===== src/rtl/mem_copy_engine.sv =====
// rtl/mem_copy_engine.sv - block copy / pattern fill master for the single-port data memory
//
// Purpose: copies a run of words from a source region to a destination region
// (two cycles per word: read then write) or fills a destination region with a
// constant (one cycle per word). All generated addresses wrap modulo MEM_DEPTH.
//
// Ports:
//   CLK, RST            clock (rising edge), asynchronous active-low reset
//   start               one-cycle request, only honoured when idle
//   fill_mode           0 = copy src->dst, 1 = fill dst with pattern
//   src_addr, dst_addr  start word addresses
//   length              word count, clamped to MEM_DEPTH
//   pattern             fill value
//   mem_RD              asynchronous read data from the memory
//   mem_WE/mem_A/mem_WD write enable, address, write data to the memory
//   busy                high from the cycle after start until the done cycle
//   done                one-cycle completion pulse
//   words_done          words written by the current or last operation
module mem_copy_engine #(
  parameter int DATA_WIDTH = 32,
  parameter int MEM_DEPTH  = 256,
  parameter int CNT_WIDTH  = 9
) (
  input  logic                  CLK,
  input  logic                  RST,
  input  logic                  start,
  input  logic                  fill_mode,
  input  logic [DATA_WIDTH-1:0] src_addr,
  input  logic [DATA_WIDTH-1:0] dst_addr,
  input  logic [DATA_WIDTH-1:0] length,
  input  logic [DATA_WIDTH-1:0] pattern,
  input  logic [DATA_WIDTH-1:0] mem_RD,
  output logic                  mem_WE,
  output logic [DATA_WIDTH-1:0] mem_A,
  output logic [DATA_WIDTH-1:0] mem_WD,
  output logic                  busy,
  output logic                  done,
  output logic [CNT_WIDTH-1:0]  words_done
);

  localparam int AW = (MEM_DEPTH > 1) ? $clog2(MEM_DEPTH) : 1;

  typedef enum logic [1:0] {S_IDLE, S_READ, S_WRITE, S_DONE} state_t;

  state_t                r_state;
  state_t                w_next;
  logic [AW-1:0]         r_src;
  logic [AW-1:0]         r_dst;
  logic [CNT_WIDTH-1:0]  r_count;
  logic [CNT_WIDTH-1:0]  r_words_done;
  logic [DATA_WIDTH-1:0] r_data;
  logic [DATA_WIDTH-1:0] r_pattern;
  logic                  r_fill;

  logic [CNT_WIDTH-1:0]  w_len_clamped;
  logic [AW-1:0]         w_src_start;
  logic [AW-1:0]         w_dst_start;
  logic [AW-1:0]         w_src_inc;
  logic [AW-1:0]         w_dst_inc;

  assign w_len_clamped = (length > DATA_WIDTH'(MEM_DEPTH)) ? CNT_WIDTH'(MEM_DEPTH)
                                                           : length[CNT_WIDTH-1:0];
  assign w_src_start   = AW'(src_addr % DATA_WIDTH'(MEM_DEPTH));
  assign w_dst_start   = AW'(dst_addr % DATA_WIDTH'(MEM_DEPTH));
  // Explicit wrap so non-power-of-two depths also stay inside the memory.
  assign w_src_inc     = (r_src == AW'(MEM_DEPTH - 1)) ? '0 : r_src + 1'b1;
  assign w_dst_inc     = (r_dst == AW'(MEM_DEPTH - 1)) ? '0 : r_dst + 1'b1;

  always_ff @(posedge CLK or negedge RST) begin
    if (!RST) begin
      r_state <= S_IDLE;
    end else begin
      r_state <= w_next;
    end
  end

  // Memory controls are decoded from the state register only, so an
  // asynchronous reset forces mem_WE low immediately without a clock edge.
  always_comb begin
    w_next = r_state;
    mem_WE = 1'b0;
    mem_A  = '0;
    mem_WD = '0;
    case (r_state)
      S_IDLE: begin
        if (start) begin
          if (w_len_clamped == '0) begin
            w_next = S_DONE;
          end else begin
            w_next = fill_mode ? S_WRITE : S_READ;
          end
        end
      end
      S_READ: begin
        mem_A  = DATA_WIDTH'(r_src);
        w_next = S_WRITE;
      end
      S_WRITE: begin
        mem_A  = DATA_WIDTH'(r_dst);
        mem_WD = r_fill ? r_pattern : r_data;
        mem_WE = 1'b1;
        if (r_count == CNT_WIDTH'(1)) begin
          w_next = S_DONE;
        end else begin
          w_next = r_fill ? S_WRITE : S_READ;
        end
      end
      S_DONE: begin
        w_next = S_IDLE;
      end
      default: begin
        w_next = S_IDLE;
      end
    endcase
  end

  always_ff @(posedge CLK or negedge RST) begin
    if (!RST) begin
      r_src        <= '0;
      r_dst        <= '0;
      r_count      <= '0;
      r_words_done <= '0;
      r_data       <= '0;
      r_pattern    <= '0;
      r_fill       <= 1'b0;
    end else begin
      case (r_state)
        S_IDLE: begin
          // Operands are captured only here, so a start while busy cannot disturb them.
          if (start) begin
            r_src        <= w_src_start;
            r_dst        <= w_dst_start;
            r_count      <= w_len_clamped;
            r_pattern    <= pattern;
            r_fill       <= fill_mode;
            r_words_done <= '0;
          end
        end
        S_READ: begin
          r_data <= mem_RD;
        end
        S_WRITE: begin
          r_src        <= w_src_inc;
          r_dst        <= w_dst_inc;
          r_count      <= r_count - 1'b1;
          r_words_done <= r_words_done + 1'b1;
        end
        default: begin
        end
      endcase
    end
  end

  assign busy       = (r_state != S_IDLE);
  assign done       = (r_state == S_DONE);
  assign words_done = r_words_done;

endmodule


===== config.mk =====
export PLATFORM = sky130hd
export DESIGN_NAME = mem_copy_engine
export DESIGN_NICKNAME = d
export VERILOG_FILES = /design/src/rtl/mem_copy_engine.sv
export SDC_FILE = /design/constraint.sdc
export NUM_CORES = 1
export LEC_CHECK = 0
export BUFFER_PORTS_ARGS = -buffer_cell sky130_fd_sc_hd__buf_2
export CORE_UTILIZATION = 52
export DETAILED_ROUTE_END_ITERATION = 12
export MAX_ROUTING_LAYER = met4
export PLACE_DENSITY_LB_ADDON = 0.3
export SYNTH_ARGS = -nofsm -noshare
export SYNTH_HDL_FRONTEND = slang
export SYNTH_SLANG_ARGS = --single-unit

===== constraint.sdc =====
create_clock -name CLK -period 3.3 [get_ports CLK]
set_clock_uncertainty 0.2 [all_clocks]
set_input_delay 0.66 -clock CLK [delete_from_list [all_inputs] [get_ports CLK]]
set_output_delay 0.66 -clock CLK [all_outputs]
set_load 0.03 [all_outputs]

==> summary.txt <==
ANT nets after route = 0
Gr ovfl total = 0
Area Overhead vs Synth = 18.9%
Antenna violations before repair = 1
Mapped Cells = 608
Syn. warnings = 0
TritonCTS Buffers = 9
Routed WL = 14,000 um
Reg2reg start = r_state[0]
Place WS = 0.693 ns
Req. time, crit path = 2.44 ns
Endpoints failing setup = 0
Period utilisation layout = 0.915
Outcome = finished clean
First-pass GRT wire length = 23,000 um
Fmax achieved = 0.331 GHz
Tot GR Track Use = 0.265
Largest net degree at the start of global routing = 58
I/O Buffers = 167
H-Tree Depth = 3
Unique cell type count in the Yosys netlist = 55
Avg Cell Area, Syn = 9.24 um^2
RSZ-0062 raised after global routing = no
Multi-input gate area in the final layout = 0.00279 mm^2
Yosys top cell by area = dfrtp_1
Die area = 0.0112 mm^2
Leakage = 0.00338 uW
1st-iter DRT viols = 231
Clk sinks = 101
Asr flop ratio synth = 1.00
Fillers = 917
Hold Vio Cnt, Final = 0
Crit-path max FO = 33
Number of placed I/O pins = 240
Total power draw = 6140 uW
Slew Limit Fails = 0
Final #Nets = 933
DR pass1 iterations = 5
Rel. slew slack = 0.309
Root buffer cell = clkbuf_8
Largest cells by area after synthesis = dfrtp_1 45%, nand2_1 8.6%, mux2i_1 6.9%, mux2_2 6.6%, buf_4 3.3%
Max-cap violation count = 0
Clk buf depth = 2
CTS clk-pin slew, worst paths = 0.09 ns
Reg2Reg Setup Slack = 0.63 ns
Yosys top cell area share = 0.450
FP Rows = 37
PD cells = 919 mW/mm^2
Setup_tns = 0 ns
CTS tree = done
Synth Register Bits = 101
Routability Congestion = 0.854
Die Span X = 106 um
Worst hold path type = in -> async
Sequential area share after synthesis = 0.450
Post-CTS Setup Bufs = 0
Core region area = 0.0104 mm^2
Synth Flop Type = dfrtp_1
Reg area = 0.00253 mm^2
Drt drc = 0
Vias per cell = 5.55
R2r endpoint = words_done[6]
Syn Std Cell Area = 0.00562 mm^2
Final worst slack = 0.281 ns
WL per Instance = 15.5 um
Worst-margin pin slew = 1.04 ns
Total number of vias = 5,009
Worst Path Class, Setup = reg -> out
Share of cells above drive strength 1 = 0.310
Post-layout minimum cycle time = 3.02 ns
Starting Density = 0.539
Post-CTS sizing = 0
VDD IR max = 0.586 mV
Later-pin clock latency in the skew report = 0.37 ns
Crit path to = mem_WD[22]
Cts hold-fix bufs = 0
EDFF count, synth = 0
Vias in the first global route = 4,930
CP Launch Point = r_state[0]
Reg2Reg Depth = 7
Dpl hpwl = 9840 um
CP arrival = 2.16 ns
Setup crit start kind = flop
Die Ht = 106 um
Worst Setup End Kind = output port
==> Yosys cell counts (7+ instances only) <==
master and instances:
a22oi_1 10, mux2_2 33, nand3_1 12, o21ai_0 24
ha_1 9, inv_1 16, nand4_1 10, dfrtp_1 101
buf_4 25, mux2i_1 39, nor3_1 8, nand2_1 128
nor2_1 49, buf_1 7, o22ai_1 9, a21oi_1 16
clkbuf_1 15, a31oi_1 7, nor2b_1 10, buf_2 12
and3_1 7
==> layout make-up <==
cell class	instances	area share
repair buffers	177	0.140
well taps	136	0.0255
inverters	17	0.00955
clock inverters	4	0.00843
flip-flops and latches	101	0.378
diodes	1	0.000375
clock buffers	12	0.0202
multi-input cells	454	0.417
==> worst min path at each step <==
stage                     cells past startpoint          start  slack (ns)            end
final                                         1            RST        0.15  words_done[8]
after global routing                          1            RST        0.19  words_done[7]
after CTS                                     1            RST        0.17  words_done[8]
after detailed placement                      2  r_pattern[19]        0.26  r_pattern[19]
after global placement                        2  r_pattern[10]        0.26  r_pattern[10]
after floorplan                               0            RST        0.16     r_count[0]
==> cell usage in the layout (no fill, tap or decap), types with 12 or more instances in the layout <==
cell     count
a21oi_1     16
buf_2      166
conb_1      24
dfrtp_1    100
inv_1       16
mux2_2      33
mux2i_1     39
nand2_1    128
nand3_1     12
nor2_1      49
o21ai_0     24
==> sequential cells by signal, indices dropped and copies added (netlist names) <==
signal      cells
r_fill          1
r_pattern      32
r_dst           8
r_state         2
r_data         32
r_src           8
r_count         9
words_done      9
==> worst max-delay path: stages (launching register included) <==
cell and delay, ns:
dfrtp_1 0.43, inv_1 0.13, ha_1 0.19, clkinv_1 0.35
buf_12 0.31, nor2_1 0.14, buf_2 0.22
==> per-layer routing <==
layer  GRT usage  wire length, um  vias to the layer above
li1            -                -                     2367
met1       0.325             5900                     2426
met4       0.102              306                        0
met2       0.432             6920                      190
met5           -                0                        -
met3      0.0558              838                       26
==> power by group <==
group          switching [uW]  internal, uW  leakage [uW]
sequential                545          1800       0.00124
clock                     440           358     0.0000952
combinational            1790          1210       0.00205
==> metrics by stage <==
step	hold slack (ns)	std cells	utilization	cell area, um^2
final	0.145	902	0.641	6680
after global routing	0.192	902	0.641	6680
after CTS	0.170	901	0.641	6680
after detailed placement	0.263	885	0.623	6490
after global placement	0.256	885	0.623	6490
after floorplan	0.164	631	-	5710
==> cells by family (layout without fill, tap and decap cells) <==
kind of cell | count (synthesis) | in the layout | synth area share
AOI/OAI and AO/OA | 94 | 94 | 0.112
xor gates and xnor gates | 4 | 4 | 0.00623
adders and majority gates | 9 | 9 | 0.0200
buffers and inverters | 76 | 210 | 0.0701
DFF | 101 | 101 | 0.450
muxes | 72 | 72 | 0.136
other | 1 | 25 | 0.000667
and+or+nand+nor | 251 | 251 | 0.206
Power figures use the tool's default switching activity.
